`config.mk`:
```
export PLATFORM = sky130hd
export DESIGN_NAME = alu_ctrl
export DESIGN_NICKNAME = d
export VERILOG_FILES = /design/src/rtl/alu_ctrl_pkg.sv /design/src/rtl/alu_ctrl_alu.sv /design/src/rtl/alu_ctrl.sv
export SDC_FILE = /design/constraint.sdc
export NUM_CORES = 1
export LEC_CHECK = 0
export CAP_MARGIN = 20
export CORE_ASPECT_RATIO = 1.5
export CORE_MARGIN = 10
export CORE_UTILIZATION = 67
export CTS_CLUSTER_DIAMETER = 80
export DETAILED_ROUTE_END_ITERATION = 16
export MAX_ROUTING_LAYER = met4
export PLACE_DENSITY = 0.88
export SYNTH_ARGS = -nofsm -noshare
export SYNTH_HDL_FRONTEND = slang
export SYNTH_SLANG_ARGS = --single-unit
export TNS_END_PERCENT = 30
```
`constraint.sdc`:
```
create_clock -name clk -period 36 [get_ports clk]
set_input_delay 3.6 -clock clk [delete_from_list [all_inputs] [get_ports clk]]
set_output_delay 3.6 -clock clk [all_outputs]
set_load 0.01 [all_outputs]
```
`src/rtl/alu_ctrl_pkg.sv`:
```
// Shared definitions for the alu_ctrl sequencer: ALU opcodes, instruction
// field positions, FSM state encoding and the latched-instruction layout.
package alu_ctrl_pkg;

  localparam int DATA_W  = 8;
  localparam int INSTR_W = 20;

  localparam logic [3:0] SEL_ADD  = 4'b0000;
  localparam logic [3:0] SEL_SUB  = 4'b0001;
  localparam logic [3:0] SEL_MUL  = 4'b0010;
  localparam logic [3:0] SEL_DIV  = 4'b0011;
  localparam logic [3:0] SEL_SHL  = 4'b0100;
  localparam logic [3:0] SEL_SHR  = 4'b0101;
  localparam logic [3:0] SEL_ROL  = 4'b0110;
  localparam logic [3:0] SEL_ROR  = 4'b0111;
  localparam logic [3:0] SEL_AND  = 4'b1000;
  localparam logic [3:0] SEL_OR   = 4'b1001;
  localparam logic [3:0] SEL_XOR  = 4'b1010;
  localparam logic [3:0] SEL_NOR  = 4'b1011;
  localparam logic [3:0] SEL_NAND = 4'b1100;
  localparam logic [3:0] SEL_XNOR = 4'b1101;
  localparam logic [3:0] SEL_GT   = 4'b1110;
  localparam logic [3:0] SEL_EQ   = 4'b1111;

  localparam int SEL_LSB     = 16;
  localparam int RD_LSB      = 14;
  localparam int RA_LSB      = 12;
  localparam int RB_LSB      = 10;
  localparam int USE_IMM_BIT = 9;
  localparam int RSVD_BIT    = 8;
  localparam int IMM_LSB     = 0;

  typedef enum logic [1:0] {
    ST_IDLE = 2'd0,
    ST_EXEC = 2'd1,
    ST_RESP = 2'd2
  } state_e;

  typedef struct packed {
    logic [3:0]        sel;
    logic [1:0]        rd;
    logic [1:0]        ra;
    logic [1:0]        rb;
    logic              use_imm;
    logic [DATA_W-1:0] imm;
  } instr_t;

endpackage

```
`src/rtl/alu_ctrl_alu.sv`:
```
// 8-bit combinational ALU driven by alu_ctrl. CarryOut is always the carry
// of A+B, independent of the selected operation.
module alu
  import alu_ctrl_pkg::*;
(
  input  logic [DATA_W-1:0] A,
  input  logic [DATA_W-1:0] B,
  input  logic [3:0]        ALU_Sel,
  output logic [DATA_W-1:0] ALU_Out,
  output logic              CarryOut
);

  logic [DATA_W:0] sum_ext;

  assign sum_ext  = {1'b0, A} + {1'b0, B};
  assign CarryOut = sum_ext[DATA_W];

  always_comb begin
    ALU_Out = '0;
    case (ALU_Sel)
      SEL_ADD:  ALU_Out = sum_ext[DATA_W-1:0];
      SEL_SUB:  ALU_Out = A - B;
      SEL_MUL:  ALU_Out = A * B;
      SEL_DIV:  ALU_Out = A / B;
      SEL_SHL:  ALU_Out = A << 1;
      SEL_SHR:  ALU_Out = A >> 1;
      SEL_ROL:  ALU_Out = {A[DATA_W-2:0], A[DATA_W-1]};
      SEL_ROR:  ALU_Out = {A[0], A[DATA_W-1:1]};
      SEL_AND:  ALU_Out = A & B;
      SEL_OR:   ALU_Out = A | B;
      SEL_XOR:  ALU_Out = A ^ B;
      SEL_NOR:  ALU_Out = ~(A | B);
      SEL_NAND: ALU_Out = ~(A & B);
      SEL_XNOR: ALU_Out = ~(A ^ B);
      SEL_GT:   ALU_Out = (A > B)  ? DATA_W'(1) : DATA_W'(0);
      SEL_EQ:   ALU_Out = (A == B) ? DATA_W'(1) : DATA_W'(0);
      default:  ALU_Out = '0;
    endcase
  end

endmodule

```
`src/rtl/alu_ctrl.sv`:
```
// Instruction sequencer: IDLE/EXEC/RESP FSM, 4x8 register file and carry flag
// around one alu. ALU_CTRL_DIVZERO_TRAP_EN selects trapping divide-by-zero.
module alu_ctrl
  import alu_ctrl_pkg::*;
(
  input  logic               clk,
  input  logic               rst,
  input  logic               InstrValid,
  output logic               InstrReady,
  input  logic [INSTR_W-1:0] Instr,
  output logic               ResultValid,
  input  logic               ResultReady,
  output logic [DATA_W-1:0]  ResultData,
  output logic               ResultCarry,
  output logic               ResultZero,
  output logic               ResultErr
);

  // Both handshakes: a transfer happens on a rising edge where valid and
  // ready are both high; the source holds its payload stable until then.
  state_e            state_q, state_d;
  instr_t            instr_q, instr_d;
  logic [DATA_W-1:0] rf_q [4];
  logic [DATA_W-1:0] rf_d [4];
  logic              carry_q, carry_d;
  logic [DATA_W-1:0] data_q, data_d;
  logic              zero_q, zero_d;
  logic              err_q, err_d;
  logic              valid_q, valid_d;
  logic              ready_q, ready_d;

  logic [DATA_W-1:0] op_a, op_b, alu_b, alu_out;
  logic              alu_carry, div_zero;
  logic              unused_rsvd;

  assign unused_rsvd = Instr[RSVD_BIT];

  assign op_a     = rf_q[instr_q.ra];
  assign op_b     = instr_q.use_imm ? instr_q.imm : rf_q[instr_q.rb];
  assign div_zero = (instr_q.sel == SEL_DIV) && (op_b == '0);
  // A zero divisor never reaches the quotient path; the result is overridden.
  assign alu_b    = div_zero ? DATA_W'(1) : op_b;

  alu u_alu (
    .A        (op_a),
    .B        (alu_b),
    .ALU_Sel  (instr_q.sel),
    .ALU_Out  (alu_out),
    .CarryOut (alu_carry)
  );

  always_comb begin
    state_d = state_q;
    instr_d = instr_q;
    rf_d    = rf_q;
    carry_d = carry_q;
    data_d  = data_q;
    zero_d  = zero_q;
    err_d   = err_q;
    valid_d = valid_q;
    ready_d = ready_q;
    case (state_q)
      ST_IDLE: begin
        if (InstrValid && ready_q) begin
          instr_d.sel     = Instr[SEL_LSB +: 4];
          instr_d.rd      = Instr[RD_LSB +: 2];
          instr_d.ra      = Instr[RA_LSB +: 2];
          instr_d.rb      = Instr[RB_LSB +: 2];
          instr_d.use_imm = Instr[USE_IMM_BIT];
          instr_d.imm     = Instr[IMM_LSB +: DATA_W];
          state_d         = ST_EXEC;
          ready_d         = 1'b0;
        end
      end
      ST_EXEC: begin
        state_d = ST_RESP;
        valid_d = 1'b1;
        if (div_zero) begin
`ifdef ALU_CTRL_DIVZERO_TRAP_EN
          data_d = '0;
          zero_d = 1'b0;
          err_d  = 1'b1;
`else
          data_d           = '1;
          rf_d[instr_q.rd] = '1;
          zero_d           = 1'b0;
          err_d            = 1'b0;
`endif
        end else begin
          data_d           = alu_out;
          rf_d[instr_q.rd] = alu_out;
          zero_d           = (alu_out == '0);
          err_d            = 1'b0;
          if (instr_q.sel == SEL_ADD) carry_d = alu_carry;
        end
      end
      ST_RESP: begin
        if (ResultReady) begin
          state_d = ST_IDLE;
          valid_d = 1'b0;
          ready_d = 1'b1;
        end
      end
      default: begin
        state_d = ST_IDLE;
        valid_d = 1'b0;
        ready_d = 1'b1;
      end
    endcase
  end

  always_ff @(posedge clk) begin
    if (rst) begin
      state_q <= ST_IDLE;
      instr_q <= '0;
      rf_q    <= '{default: '0};
      carry_q <= 1'b0;
      data_q  <= '0;
      zero_q  <= 1'b0;
      err_q   <= 1'b0;
      valid_q <= 1'b0;
      ready_q <= 1'b1;
    end else begin
      state_q <= state_d;
      instr_q <= instr_d;
      rf_q    <= rf_d;
      carry_q <= carry_d;
      data_q  <= data_d;
      zero_q  <= zero_d;
      err_q   <= err_d;
      valid_q <= valid_d;
      ready_q <= ready_d;
    end
  end

  assign InstrReady  = ready_q;
  assign ResultValid = valid_q;
  assign ResultData  = data_q;
  assign ResultCarry = carry_q;
  assign ResultZero  = zero_q;
  assign ResultErr   = err_q;

endmodule

```
==> run summary <==
The worst hold slack across all endpoints came out at about 460 ps. The worst path in the final design needs a cycle of around 17,000 ps, including I/O delays and setup. The clock tree from TritonCTS is done. Setup repair after global routing left no endpoint under its margin. For this run, design rule violations remaining after detail routing come to 0. The highest clock frequency the design can meet is between 0.05 and 0.06 GHz. The initial DRC count came out at 610. The async set-reset flop share out of synthesis is 0. The worst clock skew is just over 10 ps. The max-slew violation count came out at 0.

In this run the post-CTS setup repair buffer count came out at 0. The design internal power is around 0.35 mW. The net switching power of the design came out at around 0.29 mW. In this run the register-to-register setup slack is approximately 19,000 ps. The worst setup path is captured at a flip-flop.

The number of sinks on the clock net is 65. The overall die height is 146 um. The part of the total power dissipated in the clock network is 0.147. The via total after detailed routing came out at about 6,900. Data on the critical path arrives at its endpoint at 17,280 ps. Along the worst path, the maximum fanout reaches 16. The number of antenna diodes is 0. The combined area of all synthesized cells is 7120 um^2. The number of cell rows came out at 46. The initial antenna violation count was 0.

The largest incremental delay on the critical path is between 800 and 900 ps. The area growth from synthesis to layout is 9.08%. The synthesized area per cell came out at 8.02 um^2. The total number of nets in the final design came out at between 1,000 and 1,500. The post-detailed-placement cell area came out at 7440 um^2. The Yosys warning count is 0.

The flow ran to the end, and the final reports show no timing, DRC or antenna violations. During placement, the flow inserted port buffers numbering 34. Counting instances in the post-synthesis netlist gives the leading cell types as 110 x sky130_fd_sc_hd__nor2_1, 95 x sky130_fd_sc_hd__nand2_1, 80 x sky130_fd_sc_hd__ha_1.

For this run, the leading register cell type out of synthesis is sky130_fd_sc_hd__dfxtp_1. Global routing finished with a remaining overflow of 0. The tool flagged a number of max-cap violations equal to 0. The worst setup path is launched from a flip-flop. The ratio of final minimum period to clock period is 0.473. The insertion delay to the later sink of the worst-skew pair came out at around 330 ps. The total instance count after detailed placement is roughly 1,000.

After routing, the total negative slack on setup checks comes to 0 ps. The routability congestion estimate from global placement came out at roughly 1.0. The count of nets left with antenna violations once routing finished came out at 0. The maximum buffer depth of the clock tree came out at 2. Yosys mapped a number of flops with a built-in enable equal to 0. In the global route stage, overall resource usage came out at 0.275. The wire length per cell came out at slightly above 20 um. The total power of the final layout came out at 0.635 mW. The area enclosed by the die boundary is approximately 15,000 um^2. The via count of the first global-routing pass came to approximately 6,700.

The leakage component of the power is about 3.1 nW. Clock-pin slew was measured on the worst setup and hold paths at 60 ps. The number of buffers inserted for hold repair after clock tree synthesis came out at 0. Timing analysis after detailed placement gives a worst setup slack of slightly below 20,000 ps.

The via density per instance is roughly 6.5. The worst hold path class is reg2reg. The area of all placed cells without fillers came out at approximately 8000 um^2.

The worst-case IR drop observed on VDD is slightly above 0.00006 V. The buffers plus inverters on the worst setup path came out at 3. The share of the Yosys chip area taken by registers is 0.183.

The final wirelength came out at between 20,000 and 25,000 um. Measured on the finished design, the core utilization comes to 0.742. The worst slew slack as a fraction of its limit is 0.280.

The final number of setup-violating endpoints came out at 0. sky130_fd_sc_hd__dfxtp_1 takes more of the synthesized area than any other cell. The worst setup slack after layout is 18,960 ps. The switching share of power came out at 0.454. The post-synth net total came out at about 1,000. The start-to-end type of the worst setup path is reg2reg.

The cell count after synthesis is slightly below 900. The number of buffers added by the clock tree synthesis step came out at 9. The power share of the sequential group came out at 0.127.

The cell area power density is 81.7 nW/um^2. The iteration count of the initial detailed-routing pass is 5. The starting density of the core is 0.680. sky130_fd_sc_hd__nor2_1 is the most common cell in the netlist. The clock tree root driver cell is sky130_fd_sc_hd__clkbuf_16. For this run, the number of standard cells in the final layout without fillers is 1,049. Of the cells placed in the final design, the portion with a size suffix greater than 1 is 0.0796. Detailed placement finished with a half-perimeter wire length of 15,500 um. The area share of the largest cell type after synthesis is 0.183.

Entering global routing, the biggest net connects between 60 and 70 pins. The top-level I/O count is 37. At the pin with the least slew margin, the transition time is approximately 1100 ps. The wire length of the first global-routing pass came out at 33,600 um.

Gates resized during post-CTS repair numbered 0. The final number of hold-violating endpoints came to 0. Measured along the x axis, the die boundary spans between 100 and 150 um.

The placeable core region came out at 10,500 um^2. By area the synthesized netlist is led by sky130_fd_sc_hd__dfxtp_1 18%, sky130_fd_sc_hd__ha_1 14%, sky130_fd_sc_hd__nor2_1 5.8%, sky130_fd_sc_hd__nand2_1 5.0%, sky130_fd_sc_hd__a21oi_1 4.3%. The count of different cell masters after synthesis came out at 80.

The count of state elements after synthesis is between 60 and 70. The slowest stage of the critical path is the sky130_fd_sc_hd__dfxtp_1 cell. The clock tree synthesis step divided the H-tree into 3 levels. STA puts the critical path data required time at between 30,000 and 40,000 ps. The share of total power dissipated in combinational logic is 0.726. The family with the most delay on the worst path is compound AO/OA/AOI/OAI gates.
cells in the final DEF (no fill, tap or decap), drive strengths merged, types with 26 or more instances in the layout:
| cell type | n |
|---|---|
| nor2 | 110 |
| nand2 | 95 |
| ha | 80 |
| dfxtp | 65 |
| a21oi | 61 |
| inv | 57 |
| a211oi | 41 |
| clkdlybuf4s50 | 33 |
| nor3 | 30 |
| o21ai | 29 |
| xnor2 | 26 |
path summary, 6_finish.rpt:
path	start	end	depth (start not counted)
hold / removal	instr_q[6]$_SDFFE_PP0P_	instr_q[6]$_SDFFE_PP0P_	2
hold reg to reg	instr_q[6]$_SDFFE_PP0P_	instr_q[6]$_SDFFE_PP0P_	2
setup reg to reg	instr_q[9]$_SDFFE_PP0P_	ResultZero$_SDFFE_PP0P_	62
setup / recovery	instr_q[9]$_SDFFE_PP0P_	ResultZero$_SDFFE_PP0P_	62
layer usage:
metal / up-vias / track usage / share of wire
met5: - / - / 0
li1: 3222 / - / -
met2: 305 / 0.488 / 0.52
met1: 3234 / 0.284 / 0.36
met3: 102 / 0.0269 / 0.056
met4: 0 / 0.182 / 0.059
layout make-up:
class	instances	area (um^2)
Multi-Input combinational cell	720	5320
Timing Repair Buffer	45	418
Tap cell	144	180
Inverter	59	221
Clock inverter	7	103
Clock buffer	9	225
Sequential cell	65	1300
Fill cell	818	2710
state kept, by name, indices dropped and copies added (netlist names):
name,cells
state_q,2
InstrReady,1
rf_q,32
ResultCarry,1
ResultData,8
instr_q,19
ResultValid,1
ResultZero,1
power by group through the flow:
stage                     Clock (mW)  Sequential (mW)  Combinational [mW]
after global routing          0.0973           0.0807               0.510
final                         0.0934           0.0804               0.461
after CTS                     0.0940           0.0801               0.456
after detailed placement           0           0.0815               0.452
after floorplan                    0           0.0799               0.369
after global placement             0           0.0813               0.441
worst min-delay path, cell delays in order, from the launching register on:
cell and delay, ps:
sky130_fd_sc_hd__dfxtp_1 300, sky130_fd_sc_hd__nand2_1 50, sky130_fd_sc_hd__a21oi_1 50
cells by family after synthesis:
family | after synthesis | synth area share
buffers and inverters | 103 | 0.0710
adders and majority gates | 94 | 0.180
xor gates and xnor gates | 36 | 0.0481
and+or+nand+nor | 309 | 0.201
muxes | 54 | 0.102
other | 1 | 0.000526
AOI/OAI and AO/OA | 226 | 0.215
DFF | 65 | 0.183
(Power assumes the default switching activity.)
